### config.mk
export PLATFORM = sky130hd
export DESIGN_NAME = sync_fifo
export DESIGN_NICKNAME = d
export VERILOG_FILES = /design/src/rtl/sync_fifo.sv
export SDC_FILE = /design/constraint.sdc
export NUM_CORES = 1
export LEC_CHECK = 0
export CAP_MARGIN = 5
export CORE_ASPECT_RATIO = 1.75
export CORE_MARGIN = 1
export CORE_UTILIZATION = 60
export DETAILED_ROUTE_END_ITERATION = 7
export GPL_TIMING_DRIVEN = 1
export PLACE_DENSITY = 0.86
export SYNTH_ARGS = -nofsm -noshare
export SYNTH_HDL_FRONTEND = slang
export SYNTH_SLANG_ARGS = --single-unit
### constraint.sdc
create_clock -name wclk -period 7.8 [get_ports wclk]
set_input_delay 0.78 -clock wclk [delete_from_list [all_inputs] [get_ports wclk]]
set_output_delay 0.78 -clock wclk [all_outputs]
set_load 0.005 [all_outputs]
### src/rtl/sync_fifo.sv
// Single-clock FIFO with occupancy counter, full/empty/almost flags and sticky error flags.
// Latency: write visible in count/flags 1 cycle after the edge. Registered read data is 1 cycle; in FWFT mode it is combinational.
// Backpressure: a write while full and a read while empty are dropped and set the sticky overflow or underflow flag.
//
// Ports: wclk/wrst_n (single clock, synchronous active-low reset), winc/wdata (write),
//        rinc/rdata (read), wfull/rempty/walmost_full/ralmost_empty (status), count (occupancy),
//        overflow/underflow (sticky errors, cleared only by reset).
// Build option: define SYNC_FIFO_FWFT_EN for first-word fall-through read data.
module sync_fifo #(
  parameter int DATASIZE      = 8,
  parameter int ADDRSIZE      = 4,
  parameter int AFULL_THRESH  = 14,
  parameter int AEMPTY_THRESH = 2
) (
  input  logic                wclk,
  input  logic                wrst_n,
  input  logic                winc,
  input  logic [DATASIZE-1:0] wdata,
  input  logic                rinc,
  output logic [DATASIZE-1:0] rdata,
  output logic                wfull,
  output logic                rempty,
  output logic                walmost_full,
  output logic                ralmost_empty,
  output logic [ADDRSIZE:0]   count,
  output logic                overflow,
  output logic                underflow
);

  localparam int DEPTH = 2 ** ADDRSIZE;
  localparam logic [ADDRSIZE:0] DEPTH_C  = DEPTH[ADDRSIZE:0];
  localparam logic [ADDRSIZE:0] AFULL_C  = AFULL_THRESH[ADDRSIZE:0];
  localparam logic [ADDRSIZE:0] AEMPTY_C = AEMPTY_THRESH[ADDRSIZE:0];

  logic [DATASIZE-1:0] mem [DEPTH];
  logic [ADDRSIZE:0]   wptr;
  logic [ADDRSIZE:0]   rptr;
  logic                wr_acc;
  logic                rd_acc;

  // Status flags are pure decodes of the occupancy register.
  assign wfull         = (count == DEPTH_C);
  assign rempty        = (count == '0);
  assign walmost_full  = (count >= AFULL_C);
  assign ralmost_empty = (count <= AEMPTY_C);

  // Acceptance looks at the flags as they stood at the start of the cycle,
  // so on a full FIFO a simultaneous read does not make room for the write.
  assign wr_acc = winc && !wfull;
  assign rd_acc = rinc && !rempty;

  // Array has no reset; writes are suppressed while reset is asserted so a
  // reset cycle never leaves a stray word behind.
  always_ff @(posedge wclk) begin
    if (wrst_n && wr_acc) begin
      mem[wptr[ADDRSIZE-1:0]] <= wdata;
    end
  end

  always_ff @(posedge wclk) begin
    if (!wrst_n) begin
      wptr      <= '0;
      rptr      <= '0;
      count     <= '0;
      overflow  <= 1'b0;
      underflow <= 1'b0;
    end else begin
      if (wr_acc) begin
        wptr <= wptr + 1'b1;
      end
      if (rd_acc) begin
        rptr <= rptr + 1'b1;
      end
      case ({wr_acc, rd_acc})
        2'b10:   count <= count + 1'b1;
        2'b01:   count <= count - 1'b1;
        default: count <= count;
      endcase
      if (winc && wfull) begin
        overflow <= 1'b1;
      end
      if (rinc && rempty) begin
        underflow <= 1'b1;
      end
    end
  end

`ifdef SYNC_FIFO_FWFT_EN
  // Head word is always on the output; rinc pops it.
  assign rdata = mem[rptr[ADDRSIZE-1:0]];
`else
  // Registered read: rdata updates only on an accepted read and holds otherwise.
  always_ff @(posedge wclk) begin
    if (!wrst_n) begin
      rdata <= '0;
    end else if (rd_acc) begin
      rdata <= mem[rptr[ADDRSIZE-1:0]];
    end
  end
`endif

endmodule
== After elaboration in Yosys (flattened, before gate mapping) ==
Memories as Yosys holds them, arrays and structs flattened. A register that Yosys moved wholly into a read port is not among the register bits.
Index checks and enable logic that the tools add are counted.
Storage, ports and cells
  flip-flop bits (word level): 17
  word-level logic and storage cells: 28
  memories kept: 1
  memory bits (writable): 128
  input bits: 12
  output and inout bits: 19
Memories
  mem: words 16, bits a word 8, rd ports 1, clocked after memory_dff 1, write ports 1, line 35  | logic [DATASIZE-1:0] mem [DEPTH];
Cells by class
  order comparisons: 2
  add/subtract/negate cells: 4
  reductions and logical operators: 10
  mux-type cells: 3
  equality and inequality tests: 3
Operator list (number)
  $add A5 B1 Y5 const B: 3
  $pmux W5 S2: 1
  $eq A5 B5 Y1 const B: 1
  $ge A5 B4 Y1 const B: 1
  $le A5 B2 Y1 const B: 1
  $logic_and A1 B1 Y1: 5
  $logic_not A5 Y1: 1
  $sub A5 B1 Y5 const B: 1
  $logic_not A1 Y1: 3
  $eq A2 B1 Y1 const B: 1
  $eq A2 B2 Y1 const B: 1
  $mux W1: 2
  $reduce_bool A2 Y1: 1

== Depth between registers and ports, before layout ==
Gate-level depths: netlist (run 1).
  word-level depth: 6
  mapped depth: 10
  mapped depth without buffers: 9

== Least setup slack after synthesis (run 1) ==
OpenSTA, ideal clock, no wires.
  path type: input port to flip-flop
  from: input winc
  to: register count[4]
  stages on the path: 9
  setup time: 0.072 ns
  arrival: 2.635 ns
  data required time: 7.728 ns
  slack: 5.093 ns
  cell sequence: inv_1 -> a21oi_1 -> inv_1 -> ha_1 -> fa_1 -> a21o_1 -> a21oi_1 -> mux2i_1 -> mux2i_1
On the way
  cells in the longest elaborated chain, start to end: 3
Ends and longest elaborated chain
  from (decl): line 17  | input logic winc,
  $logic_and A1 B1 Y1 *: line 49  | assign wr_acc = winc && !wfull;
  $eq A2 B1 Y1 / $eq A2 B2 Y1 (equally long branches): line 74  | case ({wr_acc, rd_acc})
  $pmux W5 S2 / $reduce_bool A2 Y1 (equally long branches)
  to (signal assigned): line 75  | 2'b10: count <= count + 1'b1;
  to (signal assigned): line 76  | 2'b01: count <= count - 1'b1;
  to (signal assigned): line 77  | default: count <= count;
  to (decl): line 25  | output logic [ADDRSIZE:0] count,
Every way passes the cells marked *; elsewhere a longest branch is shown, timed or not.
A chain may end at the register's enable or synchronous reset.

== Worst setup path in the final report (run 1) ==
  from: input rinc
  to: register count[4]
On the way
  cells in the longest elaborated chain, start to end: 3
Ends and longest elaborated chain
  from (decl): line 19  | input logic rinc,
  $logic_and A1 B1 Y1 *: line 50  | assign rd_acc = rinc && !rempty;
  $eq A2 B1 Y1 / $eq A2 B2 Y1 (equally long branches): line 74
  $pmux W5 S2 / $reduce_bool A2 Y1 (equally long branches)
Marks and branches as above.

==> results by stage, run 1 <==
Timing:
- The tightest slew margin relative to the limit is 39.7%.
- On the final layout, the worst hold slack is 0.468 ns.
- Between clock sinks in the finished design, the worst skew comes to 0.00530 ns.
- The aggregate negative setup slack is 0 ns.
- For the pin with the worst max-slew slack, the measured transition is 0.902 ns.
- The number of endpoints failing setup at the final stage is 0.
- The total count of hold-check failures in the final report was 0.
- The period utilization is 41.4%.
- The post-route minimum period is 3.23 ns.
- Setup repair after global routing left no endpoint under its margin.
- The final max-slew violation count is 0.
- Based on the critical path, the design can be clocked at up to 310 MHz.

Routing:
- In this run, the number of DRC markers left after iteration 0 of detailed routing was 212.
- The average wire per standard cell is 22.5 um.
- The vias per cell is 6.16.
- The pre-antenna-repair detailed-routing pass consisted of 4 iterations.
- In the routed design, unresolved DRC markers number 0.
- The number of vias in the routed layout is 3308.
- The count of nets left with antenna violations once routing finished came out at 0.
- The post-detailed-routing wire length is 12100 um.

Clocking:
- The cell at the root of the clock tree is sky130_fd_sc_hd__clkbuf_16.
- The H-tree depth reported by CTS is 4.
- Once the clock tree was built, the setup fixing pass inserted 0 buffers.
- Counting every sink on the clock net gives 151.
- In this run the deepest clock path goes through 2 buffers.
- The number of gates resized after CTS was 0.
- Hold repair after CTS inserted 0 buffers.
- The number of clock buffers added by TritonCTS is 17.
- After clock tree synthesis, the clock-pin slew on the worst setup and hold paths is 0.06 ns.
- For the worst-skew pair, the clock arrives at the later sink with an insertion delay of 0.42 ns.
- The TritonCTS clock tree is yes.

Synth:
- Yosys mapped a number of flops with a built-in enable equal to 128.
- The Yosys step of the flow raised 0 warnings.
- The post-synthesis share of cell area spent on full adders, half adders and majority gates is 2.18%.
- The cell area that synthesis handed to floorplanning was 6070 um2.
- The mux cell area share after synthesis is 12.0%.
- The fraction of registers with async set or reset after synthesis is 0%.
- The number of instances in the synthesized netlist is 369.
- The post-synthesis xor/xnor area fraction is 1.30%.
- In the synthesized netlist the dominant register cell turns out to be sky130_fd_sc_hd__edfxtp_1.
- The area fraction in compound gates after synthesis is 6.22%.
- The combinational family with the most area after synthesis is multiplexers.
- The synthesized netlist devotes 5.40% of its cell area to simple gates.
- The net count after synthesis is 391.
- The post-synthesis average cell area is 16.5 um2.
- In this run, synthesis produced a sequential element count of 151.
- The number of different library cells used by synthesis comes to 41.
- After synthesis, flip-flops and latches occupy 70.9% of the total area.

Critical path:
- The terminus of the critical flop-to-flop path is count[4].
- STA puts the critical path data arrival time at 3.57 ns.
- The depth of the most critical reg-to-reg path is 8.
- Broken down by cell family, the worst path's largest delay share belongs to compound AO/OA/AOI/OAI gates.
- The setup path with the least slack is of type in -> reg.
- The worst setup path startpoint is rinc.
- Data on the critical path is required at its endpoint by 8.14 ns.
- The stage delay of the slowest cell on the critical path is 0.62 ns.
- For this design, the slowest cell found on the critical path is sky130_fd_sc_hd__a21boi_2.
- The worst setup path is captured at a flip-flop.
- The count of buffering cells on the critical path with inverters included is 1.
- The highest fanout seen on the critical path is 19.
- The worst reg2reg path startpoint is count[4].
- Walking the worst path, the cells encountered are clkdlybuf4s50_1 -> a21boi_2 -> ha_1 -> ha_1 -> a21o_1 -> a21oi_1 -> mux2i_1 -> mux2i_1.
- The sort of element at the start of the critical path is an input pin.
- For flop-to-flop paths, the worst setup slack is 4.66 ns.

Floorplan:
- From bottom edge to top edge, the die measures 135 um.
- The x dimension of the die is 78.0 um.
- The area of the placeable core is 9850 um2.
- Pin placement for this block handled 31 I/O pins.
- The total number of placement rows is 48.
- The overall die area is 10500 um2.
- Once the floorplan was initialized, standard cells occupied 61.6% of the core.

Placement:
- The number of port buffers is 30.
- After detailed placement, the total cell area comes to 6440 um2.
- The wire-length estimate of the detail-placed layout is 7860 um.
- The global placer's final weighted congestion is 0.797.

Power:
- In this run the power density over the cells is 321 nW/um2.
- The overall power consumption is 2240 uW.
- Summed over all cells, the static leakage comes to 0.00224 uW.
- IR analysis of the VDD net gives a maximum drop of 0.206 mV.

Flow run:
- The tool flagged a number of max-cap violations equal to 0.

Global route:
- For this run, the total global-route usage over all layers was measured as 24.9%.
- The first global-routing pass estimated 18400 um of wire.
- The initial antenna violation count was 0.
- The via count of the first global-routing pass is 3363.
- After global routing the overflow that remains totals 0.
- Entering global routing, the biggest net connects 52 pins.

Hold path:
- For hold timing, the worst endpoint is overflow.
- The class of the tightest hold or removal check is reg -> reg.
- The worst hold path cell count is 1.
- The startpoint of the worst hold path is overflow.

Cells and area:
- The number of diodes is 0.
- The cell area after layout is 6990 um2.
- Compared with the post-synthesis result, the final layout area differs by 15.1%.
- In the final layout, the share of cells above drive strength 1 is 12.9%.
- The net count of the finished layout is 421.

Run status:
- The flow ran to the end, and the final reports show no timing, DRC or antenna violations.
-- registers in the layout, summed over array words and instances, names as in the netlist --
| signal | count |
|---|---|
| overflow | 1 |
| rdata | 8 |
| underflow | 1 |
| wptr | 4 |
| count | 5 |
| mem | 128 |
| rptr | 4 |
-- cell families (layout without fill, tap and decap cells) --
family | Yosys count | count (layout)
compound gates | 55 | 55
xor+xnor | 9 | 9
fa+ha+maj | 10 | 10
buf+inv | 26 | 69
flops | 151 | 151
mux | 53 | 53
simple gates | 65 | 65
-- cell type report --
class,count,area [um2]
Sequential cell,151,4310
Clock inverter,9,80.1
Clock buffer,23,468
Tap cell,125,156
Timing Repair Buffer,32,315
Multi-Input combinational cell,192,1650
Inverter,5,18.8
Fill cell,587,2860
-- worst max path at each step --
stage                     depth (start not counted)  slack (ns)        to
after detailed placement                          8        4.26  count[4]
final                                             8        4.57  count[4]
after floorplan                                   9        5.09  count[4]
after global placement                            8        4.34  count[4]
after global routing                              8        4.45  count[4]
after CTS                                         8        4.60  count[4]
-- cell usage after synthesis (2+ instances only) --
| cell type | number | area share (%) |
|---|---|---|
| sky130_fd_sc_hd__o21ai_0 | 9 | 0.74 |
| sky130_fd_sc_hd__edfxtp_1 | 128 | 63 |
| sky130_fd_sc_hd__mux2i_1 | 37 | 6.1 |
| sky130_fd_sc_hd__a31oi_1 | 8 | 0.82 |
| sky130_fd_sc_hd__buf_1 | 2 | 0.12 |
| sky130_fd_sc_hd__o211ai_2 | 2 | 0.41 |
| sky130_fd_sc_hd__nand3_1 | 5 | 0.41 |
| sky130_fd_sc_hd__mux4_2 | 16 | 5.9 |
| sky130_fd_sc_hd__o22ai_1 | 16 | 1.6 |
| sky130_fd_sc_hd__clkbuf_1 | 11 | 0.68 |
| sky130_fd_sc_hd__inv_1 | 5 | 0.31 |
| sky130_fd_sc_hd__xor2_1 | 3 | 0.43 |
| sky130_fd_sc_hd__or3b_2 | 2 | 0.29 |
| sky130_fd_sc_hd__xnor2_1 | 6 | 0.87 |
| sky130_fd_sc_hd__nand3b_1 | 3 | 0.37 |
| sky130_fd_sc_hd__ha_1 | 9 | 1.9 |
| sky130_fd_sc_hd__a21oi_1 | 4 | 0.33 |
| sky130_fd_sc_hd__and2_1 | 8 | 0.82 |
| sky130_fd_sc_hd__dfxtp_1 | 23 | 7.6 |
| sky130_fd_sc_hd__buf_2 | 6 | 0.49 |
| sky130_fd_sc_hd__nor2_1 | 27 | 1.7 |
| sky130_fd_sc_hd__a22oi_1 | 8 | 0.99 |
| sky130_fd_sc_hd__nand2_1 | 7 | 0.43 |
| sky130_fd_sc_hd__nor2b_1 | 7 | 0.72 |
-- through the flow --
stage / setup slack, ns / cells / util (%)
after floorplan: 5.09 / 369 / -
after global placement: 4.34 / 505 / 65.4
after detailed placement: 4.26 / 505 / 65.4
after CTS: 4.60 / 537 / 71.0
after global routing: 4.45 / 537 / 71.0
final: 4.57 / 537 / 71.0
-- per-layer routing --
layer | share of wire, % | GRT usage, %
met1 | 37 | 27.3
met2 | 55 | 43.9
met3 | 5.6 | 6.82
met4 | 2.9 | 12.2
met5 | 0 | 0
-- report_power, final --
part	internal (uW)	total (uW)	leakage (uW)	switching, uW
combinational	258	529	0.000653	270
sequential	927	970	0.00134	43.0
clock	452	746	0.000251	294
-- cells in the final DEF (no fill, tap or decap), types with 3 or more instances in the layout --
master / n
sky130_fd_sc_hd__clkbuf_1: 4
sky130_fd_sc_hd__clkbuf_16: 17
sky130_fd_sc_hd__nand3b_1: 3
sky130_fd_sc_hd__clkdlybuf4s50_1: 30
sky130_fd_sc_hd__nor2b_1: 7
sky130_fd_sc_hd__mux4_2: 16
sky130_fd_sc_hd__nor2_1: 27
sky130_fd_sc_hd__dfxtp_1: 22
sky130_fd_sc_hd__ha_1: 9
sky130_fd_sc_hd__inv_1: 5
sky130_fd_sc_hd__nand2_1: 7
sky130_fd_sc_hd__o21ai_0: 9
sky130_fd_sc_hd__a21oi_1: 4
sky130_fd_sc_hd__mux2i_1: 37
sky130_fd_sc_hd__clkinvlp_4: 5
sky130_fd_sc_hd__o22ai_1: 16
sky130_fd_sc_hd__edfxtp_1: 128
sky130_fd_sc_hd__nand3_1: 5
sky130_fd_sc_hd__a22oi_1: 8
sky130_fd_sc_hd__xnor2_1: 6
sky130_fd_sc_hd__xor2_1: 3
sky130_fd_sc_hd__and2_1: 8
sky130_fd_sc_hd__a31oi_1: 8
No activity file was read; power rests on OpenSTA's default activity.
==> run 2, diff against run 1 <==
--- a/config.mk
+++ b/config.mk
@@ -8,10 +8,10 @@
 export CAP_MARGIN = 5
 export CORE_ASPECT_RATIO = 1.75
 export CORE_MARGIN = 1
-export CORE_UTILIZATION = 60
+export CORE_UTILIZATION = 59
 export DETAILED_ROUTE_END_ITERATION = 7
 export GPL_TIMING_DRIVEN = 1
-export PLACE_DENSITY = 0.86
+export PLACE_DENSITY = 0.84
 export SYNTH_ARGS = -nofsm -noshare
 export SYNTH_HDL_FRONTEND = slang
 export SYNTH_SLANG_ARGS = --single-unit
==> constraint.sdc (replaced) <==
create_clock -name wclk -period 3.2 [get_ports wclk]
set_input_delay 0.32 -clock wclk [delete_from_list [all_inputs] [get_ports wclk]]
set_output_delay 0.32 -clock wclk [all_outputs]
set_load 0.005 [all_outputs]
==> run 2 against run 1 <==
Effect of this change: worst setup slack worse by 4.2 ns; sequential share of layout area down 1.0 points; hold slack improved by 0.012 ns; first-iteration DRC count is 41% higher; routed wire length grew 3.2%; combinational power increased by 140%; sequential power increased by 140%; critical path type is now reg -> reg; largest power group unchanged.
==> results by stage, run 2 (synthesis results as in run 1) <==
Timing:
- Setup repair after global routing left no endpoint under its margin.
- The worst path in the final design needs a cycle of 2.81 ns, including I/O delays and setup.
- The setup slack of the critical path after layout was 0.387 ns (-4.19 ns).
- The period utilization is 87.9%.
- The total count of hold-check failures in the final report was 0 (unchanged).
- The tightest slew margin relative to the limit is 46.7% (+7.1 points).
- The worst clock skew is 0.0103 ns (+0.00502 ns).
- The final max-slew violation count came to 0 (unchanged).
- Based on the critical path, the design can be clocked at up to 356 MHz.
- The aggregate negative setup slack is 0 ns (unchanged).
- The actual slew at the worst max-slew pin came to 0.796 ns (-0.106 ns).
- The number of endpoints failing setup at the final stage is 0 (unchanged).

Critical path:
- The count of buffering cells on the critical path with inverters included is 1 (unchanged).
- The cell type group with the largest total delay on the critical path is simple AND/OR/NAND/NOR gates.
- STA classifies the critical path startpoint as a flip-flop.
- The arrival time of data at the critical path endpoint is 3.15 ns (-0.42 ns).
- Walking the worst path, the cells encountered are nor4_1 -> a21oi_1 -> inv_1 -> ha_1 -> ha_1 -> a21o_1 -> a21oi_1 -> mux2i_1 -> mux2i_1.
- The data required time of the worst path is 3.54 ns (-4.60 ns).
- The critical path in this run is classified as reg -> reg.
- The critical path starts at count[0].
- The worst register-to-register path begins at count[0].
- The stage delay of the slowest cell on the critical path is 0.63 ns (about the same).
- The critical path capture point type is a flip-flop.
- The slowest stage of the critical path belongs to the cell sky130_fd_sc_hd__nor4_1.
- The highest fanout seen on the critical path is 7 (-12).

Floorplan:
- The number of I/O pins is 31 (unchanged).
- The x dimension of the die came to 78.7 um (+0.82%).
- The overall die area is 10700 um2 (+1.7%).
- The total number of placement rows came to 48 (unchanged).
- The height of the chip was 136 um (+0.83%).
- The initial standard-cell utilization of the core is 61.3% (-0.37 points).
- The area of the placeable core is 9910 um2 (+0.61%).

Power:
- The clock network fraction of design power is 34.4% (+1.2 points).
- The cell-internal power is 4110 uW (+150%).
- The fraction of power consumed by combinational cells is 23.1% (-0.5 points).
- The leakage power summed over all cells is 0.00234 uW (+4.3%).
- The worst ir drop on vdd is 0.593 mV (+190%).
- The sequential power share is 42.4% (-0.8 points).
- The reported net switching power was 1480 uW (+140%).
- The switching power as a share of total power was 26.4% (-0.64 points).
- The power per standard cell area was 786 nW/um2 (+140%).

Placement:
- The number of port buffers is 30 (unchanged).
- The placed wire-length estimate is 7980 um (+1.6%).
- The global placer's final weighted congestion was 0.822 (+3.1%).
- The worst setup slack after placement is 0.426 ns (-3.83 ns).

Global route:
- The pin count of the biggest net entering global routing came to 29 (-44%).
- The first-pass GRT wire length is 19500 um (+5.6%).
- The initial antenna violation count is 0 (unchanged).
- The via count of the first global-routing pass was 3517 (+4.6%).
- The remaining global-route overflow was 0 (unchanged).
- The total routing resource utilization after global routing is 26.1% (+1.2 points).

Clocking:
- The number of buffers inserted during clock tree synthesis was 17 (unchanged).
- TritonCTS built the clock tree.
- The H-tree depth reported by CTS came to 4 (unchanged).
- The clock latency on the worst-skew pair is 0.42 ns (about the same).
- The post-cts sizing count is 0 (unchanged).
- The clock sink count is 151 (unchanged).
- The number of buffers between clock root and the deepest sink is 2 (unchanged).
- The post-CTS clock slew at the launch and capture registers of the worst setup and hold paths came to 0.06 ns (about the same).
- The number of buffers added to fix hold violations after cts is 0 (unchanged).
- The number of buffers added for setup after CTS is 0 (unchanged).
- CTS placed an instance of sky130_fd_sc_hd__clkbuf_16 at the clock tree root.

Cells and area:
- The count of nets after finishing is 432 (+2.6%).
- The commonest non-fill, non-tap cell in the layout is sky130_fd_sc_hd__edfxtp_1.
- The area overhead of the layout relative to synthesis is 17.1%.
- The number of flip-flops under the largest register name is 128 (unchanged).
- The number of diodes is 0 (unchanged).
- The fraction of final layout cells sized beyond drive strength 1 is 15.1% (+2.3 points).
- In the layout the commonest cells are sky130_fd_sc_hd__edfxtp_1, sky130_fd_sc_hd__mux2i_1, sky130_fd_sc_hd__clkdlybuf4s50_1.

Run status:
- The run finished with clean final reports.

Flow run:
- The max-capacitance violation count is 0 (unchanged).

Hold path:
- The tightest min-delay check is of the reg -> reg type.
- The startpoint of the worst hold path is overflow.

Routing:
- The vias per cell came to 6.22 (+1.0%).
- The number of vias in the routed layout is 3410 (+3.1%).
- The number of DRC violations after detailed routing is 0 (unchanged).
- The antenna violation net count after detailed routing is 0 (unchanged).
- The average wire per standard cell is 22.7 um (+1.1%).
- The post-detailed-routing wire length is 12500 um (+3.2%).
- The iteration count of the initial detailed-routing pass is 5 (+1).
- The DRC violation total after the first TritonRoute iteration is 298 (+41%).
==> run 2: changes by cell type in the layout (fill, tap and decap cells not counted) <==
cell,previous run,this run
sky130_fd_sc_hd__clkinv_2,1,3
sky130_fd_sc_hd__clkinv_4,0,1
sky130_fd_sc_hd__inv_4,0,1
sky130_fd_sc_hd__clkinv_1,2,1
sky130_fd_sc_hd__clkbuf_1,4,5
sky130_fd_sc_hd__clkbuf_16,17,20
sky130_fd_sc_hd__clkinvlp_4,5,0
sky130_fd_sc_hd__clkbuf_8,2,0
sky130_fd_sc_hd__buf_4,2,13
==> run 2: layout make-up <==
cell class              instances  area, um2
clock buffers                  25        519
clock inverters                 7       63.8
fillers                       593       2800
inverters                       5       18.8
multi-input cells             192       1650
flip-flops and latches        151       4310
well taps                     125        156
repair buffers                 43        398
==> run 2: power by group through the flow <==
stage / clock [uW] / sequential [uW] / combinational, uW
after CTS: 1940 / 2370 / 1300
after floorplan: 0 / 2380 / 842
after global placement: 0 / 2400 / 1230
final: 1920 / 2370 / 1290
after detailed placement: 0 / 2410 / 1280
after global routing: 2030 / 2390 / 1400
==> run 2: worst paths after layout <==
kind                                  to  slack [ns]  cells after the start
worst min register to register  overflow        0.48                      1
worst max register to register  count[4]        0.39                      9
worst min-delay path            overflow        0.48                      1
worst max-delay path            count[4]        0.39                      9
==> run 2: layer usage <==
layer	track usage (%)	share of wire, %
met3	7.85	7.0
met5	0	0
met4	16.0	4.5
met2	42.4	53
met1	30.1	36
==> run 2: worst reg2reg max path, cell delays in order, from the launching register on <==
cell and delay [ns]:
sky130_fd_sc_hd__dfxtp_1 0.39, sky130_fd_sc_hd__nor4_1 0.63, sky130_fd_sc_hd__a21oi_1 0.20, sky130_fd_sc_hd__inv_1 0.09, sky130_fd_sc_hd__ha_1 0.29, sky130_fd_sc_hd__ha_1 0.33, sky130_fd_sc_hd__a21o_1 0.20, sky130_fd_sc_hd__a21oi_1 0.17
sky130_fd_sc_hd__mux2i_1 0.24, sky130_fd_sc_hd__mux2i_1 0.20
==> run 2: per-stage QoR <==
| stage | std cells | util, % | power, uW | hold WS (ns) | cell area (um2) |
|---|---|---|---|---|---|
| 2_1_floorplan | 369 | - | 3220 | 0.419 | 6070 |
| 3_3_place_gp | 516 | 65.9 | 3640 | 0.452 | 6530 |
| 3_5_place_dp | 516 | 65.9 | 3690 | 0.472 | 6530 |
| 4_1_cts | 548 | 71.7 | 5610 | 0.486 | 7110 |
| 5_1_grt | 548 | 71.7 | 5810 | 0.503 | 7110 |
| 6_report | 548 | 71.7 | 5590 | 0.479 | 7110 |
==> patch: new RTL, flow settings as in run 2 <==
Add a define of `SYNC_FIFO_FWFT_EN`.
--- a/src/rtl/sync_fifo.sv
+++ b/src/rtl/sync_fifo.sv
@@ -6,6 +6,8 @@
 //        rinc/rdata (read), wfull/rempty/walmost_full/ralmost_empty (status), count (occupancy),
 //        overflow/underflow (sticky errors, cleared only by reset).
 // Build option: define SYNC_FIFO_FWFT_EN for first-word fall-through read data.
+`define SYNC_FIFO_FWFT_EN
+
 module sync_fifo #(
   parameter int DATASIZE      = 8,
   parameter int ADDRSIZE      = 4,
Function: changed (Yosys sat finds a counterexample within 4 cycles, from zero or initial values and one cycle with wrst_n low).
==> patch against run 2 <==
Synthesized cell count shrank 17%. Sequential cell count down 4. Die area down 3.0%. Sequential share of layout area fell by 0.58 points. Area after synthesis down 3.1%. Critical path depth is 5 lower. Routed wire length fell by 3.9%. Design area is 0.92% lower. Worst setup slack lost 160 ps. Power down 4.6%. Largest power group unchanged.
==> patch: results (changes against run 2) <==
First-pass iteration count of the detailed router = 4 (was 5)
Area contributors post-synth = edfxtp_1, mux4_2, dfxtp_1 (was edfxtp_1, dfxtp_1, mux2i_1)
Worst-path clk slew = 60 ps (about the same)
Slowest CP cell = mux4_2 (was nor4_1)
Worst Path Arrival = 2650 ps (was 3150 ps)
Met2 Resource Use GR = 46.3% (was 42.4%)
Skew final = 9.26 ps (was 10.3 ps)
Share of cells above drive strength 1 = 26.3% (was 15.1%)
Register area share after synthesis = 71.8% (was 70.9%)
Synth Area in XOR/XNOR = 1.34% (was 1.30%)
Initial DRC Count = 303 (was 298)
Net Count, Synth = 324 (was 391)
Status = completed (unchanged)
Vias in the first global route = 3210 (was 3517)
Post-synthesis compound-gate area fraction = 2.44% (was 6.22%)
R2R Setup Slk = 500 ps (was 390 ps)
Peak supply drop = 0.569 mV (was 0.593 mV)
Most frequent cells after synthesis = edfxtp_1, mux4_2, dfxtp_1, nor2_1, and2_1 (was edfxtp_1, mux2i_1, nor2_1, dfxtp_1)
Global routing usage on met3 = 7.01% (was 7.85%)
Leakage = 2.31 nW (was 2.34 nW)
Total Routing Usage GR = 26.2% (was 26.1%)
Nets@finish = 378 (was 432)
First-pass GRT wire length = 18.6 mm (was 19.5 mm)
Mux contribution to synthesized area = 16.0% (was 12.0%)
Cell variety after synth = 38 (was 41)
Crit path max fanout = 17 (was 7)
Post-place setup slack = 473 ps (was 426 ps)
Hpwl dp = 7.67 mm (was 7.98 mm)
Fillers = 545 (was 593)
Largest net degree at the start of global routing = 33 (was 29)
WL final = 12.0 mm (was 12.5 mm)
M1 GR Usage = 29.3% (was 30.1%)
GP Congestion = 0.738 (was 0.822)
Largest stage delay on the critical path = 570 ps (was 630 ps)
Final Critical Period = 2970 ps (was 2810 ps)
patch: path summary, 6_finish.rpt:
check / startpoint / endpoint / cells past startpoint
hold reg to reg: overflow / overflow / 2
setup reg to reg: count[1] / count[2] / 9
hold / removal: overflow / overflow / 2
setup / recovery: flip-flop / rdata[4] / 4
patch: through the flow:
| stage | total power, mW | util (%) | instance area, um^2 | instances | hold slack [ps] |
|---|---|---|---|---|---|
| final | 5.33 | 73.5 | 7040 | 494 | 531 |
| after global routing | 5.52 | 73.5 | 7040 | 494 | 568 |
| after CTS | 5.37 | 73.5 | 7040 | 494 | 539 |
| after detailed placement | 3.35 | 67.0 | 6420 | 462 | 511 |
| after global placement | 3.32 | 67.0 | 6420 | 462 | 496 |
| after floorplan | 2.95 | - | 5890 | 305 | 419 |
patch: layout make-up:
type	instances	share of cell area, %
Sequential cell	147	60.0
Multi-Input combinational cell	136	22.2
Clock buffer	25	7.50
Timing Repair Buffer	51	6.50
Tap cell	122	2.17
Clock inverter	7	1.31
Inverter	6	0.320
patch: critical path: cells and delay by family (launching register included):
kind | cells | cell delay, ps
flops | 1 | 330
buf+inv | 2 | 800
mux | 2 | 1090
patch: per-layer routing:
metal	up-vias	wire, um
li1	1320	-
met1	1530	4150
met2	116	6940
met3	22	538
met4	0	342
met5	-	0
patch: logic make-up (layout without fill, tap and decap cells):
| logic type | count (synthesis) | count (layout) |
|---|---|---|
| AO/OA/AOI/OAI | 17 | 17 |
| XOR/XNOR | 9 | 9 |
| adder cells (fa/ha/maj) | 7 | 7 |
| buffers and inverters | 22 | 89 |
| flip-flops | 147 | 147 |
| multiplexers | 44 | 44 |
| AND/OR/NAND/NOR | 59 | 59 |
patch: power breakdown:
| part | switching, mW | internal, mW | leakage (nW) | total [mW] |
|---|---|---|---|---|
| clock | 0.715 | 1.30 | 0.304 | 2.02 |
| combinational | 0.480 | 0.586 | 0.696 | 1.07 |
| sequential | 0.0866 | 2.16 | 1.31 | 2.25 |
| total | 1.28 | 4.05 | 2.31 | 5.33 |
